==> src/rtl/reg_arb_pkg.sv <==
// Shared types for the register-port arbiter.
// Contents:
//   WORD_W / ADDR_W  default register width and address width
//   word_t           one register value
//   reg_addr_t       register address
//   arb_state_t      arbiter FSM state encoding
//   req_t            one requester's request bundle {valid, we, addr, wdata}
package reg_arb_pkg;

  localparam int WORD_W = 8;
  localparam int ADDR_W = 2;

  typedef logic [WORD_W-1:0] word_t;
  typedef logic [ADDR_W-1:0] reg_addr_t;

  typedef enum logic [1:0] {
    PRI_CORE = 2'd0,
    PRI_DBG  = 2'd1,
    LOCKED   = 2'd2
  } arb_state_t;

  typedef struct packed {
    logic      valid;
    logic      we;
    reg_addr_t addr;
    word_t     wdata;
  } req_t;

endpackage

==> src/rtl/rr_arb2.sv <==
// Two-input round-robin grant with a debug lock.
//
//   state    | meaning
//   ---------+---------------------------------------------------
//   PRI_CORE | core wins a tie; dbg granted only if core idle
//   PRI_DBG  | dbg wins a tie; core granted only if dbg idle
//   LOCKED   | debug has exclusive access; core never granted
//
// Ports:
//   clk, rst      clock, asynchronous active-high reset
//   core_valid_i  core request present
//   dbg_valid_i   debug request present
//   lock_i        debug requests exclusive access (sampled at the edge)
//   core_gnt_o    core granted this cycle (combinational)
//   dbg_gnt_o     dbg granted this cycle (combinational)
//   locked_o      registered: FSM is in LOCKED
module rr_arb2
  import reg_arb_pkg::*;
(
  input  logic clk,
  input  logic rst,
  input  logic core_valid_i,
  input  logic dbg_valid_i,
  input  logic lock_i,
  output logic core_gnt_o,
  output logic dbg_gnt_o,
  output logic locked_o
);

  arb_state_t state_q, state_d;
  logic       locked_q;

  always_comb begin
    core_gnt_o = 1'b0;
    dbg_gnt_o  = 1'b0;
    state_d    = state_q;

    case (state_q)
      PRI_CORE: begin
        core_gnt_o = core_valid_i;
        dbg_gnt_o  = dbg_valid_i & ~core_valid_i;
      end
      PRI_DBG: begin
        dbg_gnt_o  = dbg_valid_i;
        core_gnt_o = core_valid_i & ~dbg_valid_i;
      end
      LOCKED: begin
        dbg_gnt_o = dbg_valid_i;
      end
      default: ;
    endcase

    // Lock wins over everything; leaving LOCKED (or an illegal code)
    // always restarts with core priority.
    if (lock_i) begin
      state_d = LOCKED;
    end else if (state_q != PRI_CORE && state_q != PRI_DBG) begin
      state_d = PRI_CORE;
    end else if (core_gnt_o) begin
      state_d = PRI_DBG;
    end else if (dbg_gnt_o) begin
      state_d = PRI_CORE;
    end
  end

  always_ff @(posedge clk or posedge rst) begin
    if (rst) begin
      state_q  <= PRI_CORE;
      locked_q <= 1'b0;
    end else begin
      state_q  <= state_d;
      locked_q <= (state_d == LOCKED);
    end
  end

  assign locked_o = locked_q;

endmodule

==> src/rtl/reg_port_arbiter.sv <==
// Shares the register file write port and read port 1 between the core
// pipeline and the debug monitor. One operation is granted per cycle;
// read data comes back one cycle after the grant, matching the register
// file's registered read.
//
// Ports:
//   clk, rst                 clock, asynchronous active-high reset
//   core_req_* / dbg_req_*   request: valid, we, addr, wdata; ready out
//   core_rsp_* / dbg_rsp_*   read response: valid, rdata (0 when not valid)
//   dbg_lock / dbg_locked    exclusive debug access request / status
//   rf_rd_addr, rf_rd_data   register file read port 1
//   rf_wr_addr, rf_wr_data,
//   rf_wr_en                 register file write port
module reg_port_arbiter
  import reg_arb_pkg::*;
#(
  parameter int WORD      = 8,
  parameter int ADDR_SIZE = 2
) (
  input  logic                 clk,
  input  logic                 rst,

  input  logic                 core_req_valid,
  input  logic                 core_req_we,
  input  logic [ADDR_SIZE-1:0] core_req_addr,
  input  logic [WORD-1:0]      core_req_wdata,
  output logic                 core_req_ready,
  output logic                 core_rsp_valid,
  output logic [WORD-1:0]      core_rsp_rdata,

  input  logic                 dbg_req_valid,
  input  logic                 dbg_req_we,
  input  logic [ADDR_SIZE-1:0] dbg_req_addr,
  input  logic [WORD-1:0]      dbg_req_wdata,
  output logic                 dbg_req_ready,
  output logic                 dbg_rsp_valid,
  output logic [WORD-1:0]      dbg_rsp_rdata,

  input  logic                 dbg_lock,
  output logic                 dbg_locked,

  output logic [ADDR_SIZE-1:0] rf_rd_addr,
  input  logic [WORD-1:0]      rf_rd_data,
  output logic [ADDR_SIZE-1:0] rf_wr_addr,
  output logic [WORD-1:0]      rf_wr_data,
  output logic                 rf_wr_en
);

  logic core_gnt, dbg_gnt;

  rr_arb2 u_arb (
    .clk          (clk),
    .rst          (rst),
    .core_valid_i (core_req_valid),
    .dbg_valid_i  (dbg_req_valid),
    .lock_i       (dbg_lock),
    .core_gnt_o   (core_gnt),
    .dbg_gnt_o    (dbg_gnt),
    .locked_o     (dbg_locked)
  );

  assign core_req_ready = core_gnt;
  assign dbg_req_ready  = dbg_gnt;

  // Grants are one-hot, so a simple select on dbg_gnt picks the winner.
  logic                 any_gnt;
  logic                 sel_we;
  logic [ADDR_SIZE-1:0] sel_addr;
  logic [WORD-1:0]      sel_wdata;
  logic                 rd_gnt;

  assign any_gnt   = core_gnt | dbg_gnt;
  assign sel_we    = dbg_gnt ? dbg_req_we    : core_req_we;
  assign sel_addr  = dbg_gnt ? dbg_req_addr  : core_req_addr;
  assign sel_wdata = dbg_gnt ? dbg_req_wdata : core_req_wdata;
  assign rd_gnt    = any_gnt & ~sel_we;

  // The grant is still combinational during reset, so the write strobe
  // is explicitly held off while rst is high.
  assign rf_wr_en   = any_gnt & sel_we & ~rst;
  assign rf_wr_addr = sel_addr;
  assign rf_wr_data = sel_wdata;

  // Holding the last read address keeps rf_rd_data stable between reads.
  logic [ADDR_SIZE-1:0] rd_addr_q, rd_addr_d;
  assign rd_addr_d  = rd_gnt ? sel_addr : rd_addr_q;
  assign rf_rd_addr = rd_addr_d;

  logic core_pend_q, core_pend_d;
  logic dbg_pend_q,  dbg_pend_d;
  assign core_pend_d = core_gnt & ~core_req_we;
  assign dbg_pend_d  = dbg_gnt  & ~dbg_req_we;

  always_ff @(posedge clk or posedge rst) begin
    if (rst) begin
      rd_addr_q   <= '0;
      core_pend_q <= 1'b0;
      dbg_pend_q  <= 1'b0;
    end else begin
      rd_addr_q   <= rd_addr_d;
      core_pend_q <= core_pend_d;
      dbg_pend_q  <= dbg_pend_d;
    end
  end

  assign core_rsp_valid = core_pend_q;
  assign dbg_rsp_valid  = dbg_pend_q;
  assign core_rsp_rdata = core_pend_q ? rf_rd_data : '0;
  assign dbg_rsp_rdata  = dbg_pend_q  ? rf_rd_data : '0;

endmodule

==> config.mk <==
export PLATFORM = sky130hd
export DESIGN_NAME = reg_port_arbiter
export DESIGN_NICKNAME = d
export VERILOG_FILES = /design/src/rtl/reg_arb_pkg.sv /design/src/rtl/rr_arb2.sv /design/src/rtl/reg_port_arbiter.sv
export SDC_FILE = /design/constraint.sdc
export NUM_CORES = 1
export LEC_CHECK = 0
export CORE_UTILIZATION = 24
export DETAILED_ROUTE_END_ITERATION = 12
export PLACE_DENSITY_LB_ADDON = 0.2
export SYNTH_ARGS = -nofsm -noshare
export SYNTH_HDL_FRONTEND = slang
export SYNTH_SLANG_ARGS = --single-unit
export TNS_END_PERCENT = 100
==> constraint.sdc <==
create_clock -name clk -period 2 [get_ports clk]
set_input_delay 0.3 -clock clk [delete_from_list [all_inputs] [get_ports clk]]
set_output_delay 0.3 -clock clk [all_outputs]
set_load 0.005 [all_outputs]
# ---- Word level (Yosys, flattened, before mapping)
# Cells that the tools add are included.
# W data, S select, Z words.
dict set report totals {
  register_bits 7
  out_inout_bits 34
}
dict set report op_classes {
  n_eq_ne 4
  mux 12
  bitwise 14
  n_reduce_logical 4
}
# operator count
set op_table {}
lappend op_table {{$mux W8} 3}
lappend op_table {{$mux W2} 6}
lappend op_table {{$and A1 B1 Y1} 7}
lappend op_table {{$not A1 Y1} 6}
lappend op_table {{$eq A2 B2 Y1 const B} 2}
lappend op_table {{$pmux W1 S2} 2}
lappend op_table {{$eq A2 B1 Y1 const B} 1}
lappend op_table {{$logic_not A2 Y1} 1}
lappend op_table {{$ne A2 B1 Y1 const B} 1}
lappend op_table {{$reduce_bool A2 Y1} 1}
lappend op_table {{$reduce_or A2 Y1} 1}
lappend op_table {{$logic_and A1 B1 Y1} 1}
lappend op_table {{$mux W1} 1}
lappend op_table {{$or A1 B1 Y1} 1}

# ---- Depth between registers and ports, before layout
dict set report logic_depth {
  depth_word 8
  mapped_depth 8
}

# ---- Modules after synthesis
# A second synthesis with hierarchy kept.
dict set report unflattened {
  cells_unflattened 73
  hier_area_um2 664.4
}
# module instances cells_per_inst area_per_inst_um2
set by_module_without_submodules {}
lappend by_module_without_submodules {reg_port_arbiter 1 48 431.7}
lappend by_module_without_submodules {rr_arb2 1 25 232.7}

# ---- Worst setup path before layout
# Ideal clock, no wire load.
dict set report synth_timing {
  path_type {register to output}
  start {reg u_arb.state_q[0]}
  end {out rf_rd_addr[0]}
  arrival_time_ps 1746
  required_ps 1700
  slack_ps -46
  stages_incl_launch_ff 7
  n_path_buf 0
  path_cell_list {dfrtp_1 > inv_1 > ha_1 > and2b_2 > o21ai_4 > mux2_4 > a221o_1}
}
dict set report synth_via {
  elab_chain_cells 7
  elab_cells_between_ends 12
  cone_classes {eq/ne: 2; mux: 5; bitwise: 3; reduce/logical: 2}
}
# element line_no
set synth_rtl {}
lappend synth_rtl {{from (decl)} rr_arb2.sv:30} ;# arb_state_t state_q, state_d;
lappend synth_rtl {{from (signal assigned)} rr_arb2.sv:71} ;# state_q <= state_d;
lappend synth_rtl {{$eq A2 B1 Y1 or $eq A2 B2 Y1 (tied branches)} rr_arb2.sv:38} ;# case (state_q)
lappend synth_rtl {{$reduce_or A2 Y1 (no line)} -}
lappend synth_rtl {{$pmux W1 S2} rr_arb2.sv:38}
lappend synth_rtl {{$mux W1} reg_port_arbiter.sv:73} ;# assign sel_we = dbg_gnt ? dbg_req_we : core_req_we;
lappend synth_rtl {{$not A1 Y1} reg_port_arbiter.sv:76} ;# assign rd_gnt = any_gnt & ~sel_we;
lappend synth_rtl {{$and A1 B1 Y1} reg_port_arbiter.sv:76}
lappend synth_rtl {{$mux W2 (*)} reg_port_arbiter.sv:86} ;# assign rd_addr_d = rd_gnt ? sel_addr : rd_addr_q;
lappend synth_rtl {{to (decl)} reg_port_arbiter.sv:42} ;# output logic [ADDR_SIZE-1:0] rf_rd_addr,
# Mark *: on every way between the ends. The rest lies on a longest branch, timed or not.

# ---- Final worst setup path
# Same ends and word-level chain as after synthesis.

==> qor.txt <==
Max IR drop VDD -> 0.219 mV
final setup fails -> 14
r2r setup slk -> 220 ps
first-pass GRT wire length -> 3560 um
Syn Inst Count -> 87
Seq cells post-synth -> 7
GR Layer Usage met2 -> 33.5%
dpl cells -> 195
routed wire length -> 2490 um
Slew headroom -> 81.8%
r2r startpoint -> u_arb.state_q[0]
placer's final routability congestion estimate -> 0.791
Fillers -> 231
Logic pwr share -> 56.8%
Fin Hold WS -> 347 ps
Nets -> 219
FP Rows -> 18
RSZ-0062 raised after global routing -> true
Hold Crit Class -> in2async
wire per inst -> 11.9 um
worst setup path class -> reg2out
PortBufs -> 68
total number of yosys warnings -> 0
Inserted Diodes -> 0
DR vias/cell -> 4.46
Die H -> 52.8 um
Sequential Power Share -> 24.7%
Seq/Total Area, Yosys -> 28.3%
switching pwr -> 0.217 mW
DPL Wire Length -> 1860 um
root buffer cell -> clkbuf_4
TritonCTS buffer count -> 3
Critical Path AT -> 2010 ps
WP data required -> 1700 ps
Worst-path clk slew -> 50 ps
fmax -> 432 MHz
Critical Path End Type -> output pin
Die X -> 52.8 um
Max Cap Viol -> 0
Core ar. -> 2450 um2
largest net degree at the start of global routing -> 10
share of cells above drive strength 1 -> 38.3%
CTS max path bufs -> 2
Final Skew -> 0.119 ps
io pins -> 69
drt pass-1 iters -> 4
Remaining DRCs -> 0
Core Util, Final -> 65.0%
Crit Path Max Fanout -> 3
Initial Utilization -> 25.2%
Netlist cell types -> 23
Final WS setup -> -313 ps
Int Power -> 0.478 mW
mapped cell area -> 619 um2
failing checks -> setup timing
DR iter-0 viols -> 5
Clock Sinks -> 7
outcome -> complete, but fails checks
Pwr Density -> 436 nW/um2
Global Route Usage Sum -> 17.4%
Min Clock Period, post-route -> 2310 ps
Syn Area/Cell -> 7.12 um2
GRT overflow -> 0
H-tree depth -> 1
Post-Syn Nets -> 125
Leak -> 0.748 nW
Die Area -> 2790 um2
met1 usage -> 17.3%
antenna violations before repair -> 0
Worst-Margin Slew -> 272 ps
CTS tree -> yes
crit path launch -> u_arb.state_q[0]
Clock Latency Late Sink -> 250 ps
most used routing layer -> met2
max-slew violations -> 0
vias post-DR -> 937
Sw Share -> 31.2%
Area Overhead vs Synth -> 158%
Clk pwr share -> 18.5%
remaining antenna violation count -> 0
number of global-route vias before repair -> 867
total power -> 0.695 mW
CTS Hold Buffers Added -> 0
met3 usage -> 4.06%
Critical Path Start Type -> flop
final std cells w/o fill -> 210
period utilization -> 116%
Hold Fails Final Rpt -> 0
[power by group through the flow]
stage	clock network, mW	logic (mW)	registers, mW
CTS	0.135	0.391	0.172
global placement	0	0.342	0.174
floorplan	0	0.113	0.171
global route	0.142	0.427	0.174
finish	0.128	0.395	0.172
detailed placement	0	0.348	0.175
[critical path, stage by stage (launching register included)]
cell     delay, ps
dfrtp_1        410
buf_6          140
ha_4           140
and2b_1        230
o21ai_4         80
mux2_4         310
a221o_1        330
buf_2          140
[synth_stat cells]
cell	n	share of area, %
a211oi_1	1	1.2
o2111ai_1	1	1.4
o21bai_1	1	1.2
o21ai_0	2	1.6
nor2b_1	2	2.0
nor2_1	1	0.61
and2b_2	1	1.4
o211ai_1	1	1.2
ha_1	3	6.1
and2_1	16	16
nand2_1	31	19
nor3_1	2	1.6
mux2_4	1	2.4
nor3b_1	1	1.2
a221o_1	1	1.6
inv_1	7	4.2
buf_2	2	1.6
nand3_1	1	0.81
nand2b_1	1	1.0
and2b_1	1	1.2
dfrtp_1	7	28
a21oi_1	2	1.6
o21ai_4	1	2.6
[path summary, 6_finish.rpt]
path	cells past startpoint	endpoint
worst max-delay path	7	rf_rd_addr[0]
worst min-delay path	2	core_rsp_valid
worst max register to register	10	rd_addr_q[1]
worst min register to register	1	rd_addr_q[0]
max in group asynchronous	2	u_arb.locked_o
min in group clk	1	rd_addr_q[0]
[kinds of logic after synthesis]
kind of cell | synth area share (%)
AND/OR/NAND/NOR | 44.8
adder cells (fa/ha/maj) | 6.06
AO/OA/AOI/OAI | 12.5
multiplexers | 2.42
buffers and inverters | 5.86
flip-flops | 28.3
[state kept, by name (all words and copies together) (netlist names)]
name / count
u_arb.state_q: 2
u_arb.locked_o: 1
core_rsp_valid: 1
dbg_rsp_valid: 1
rd_addr_q: 2
[metrics by stage]
stage / worst slack, ps / instance area, um2 / setup TNS [ps]
3_3_place_gp: -632 / 1420 / -6910
6_report: -313 / 1600 / -2740
3_5_place_dp: -679 / 1420 / -7480
4_1_cts: -342 / 1590 / -4160
5_1_grt: -388 / 1600 / -3980
2_1_floorplan: 8.98 / 622 / 0
[what timing repair did]
action	CTS	global route
setup buffers	12	1
pin swaps	17	7
setup endpoints to repair	15	15
resized for setup	82	18
[placed cells by master (no fill, tap or decap), drive strengths merged]
cell           instances
a211oi                 1
and2                  16
mux2                   1
a21oi                  2
nand3                  1
nand2                 31
and2b                  2
ha                     3
a221o                  1
o211ai                 1
o2111ai                1
nor3                   2
nand2b                 1
o21bai                 1
nor2                   1
nor2b                  2
nor3b                  1
dlygate4sd2            1
clkbuf                 4
clkdlybuf4s50         53
inv                    7
dfrtp                  7
buf                   37
o21ai                  3
[routing by layer]
metal,up-vias,routed length [um]
met2,43,1370
met1,428,880
met4,0,12
met5,-,0
li1,464,-
met3,2,230
[final cells by class]
class                   instances  area [um2]  share of cell area [%]
well taps                      30        37.5                    2.35
inverters                       7        31.3                    1.96
clock buffers                   4        26.3                    1.65
flip-flops and latches          7         175                    11.0
repair buffers                 91         818                    51.3
multi-input cells              71         507                    31.8
(Power assumes the default switching activity.)
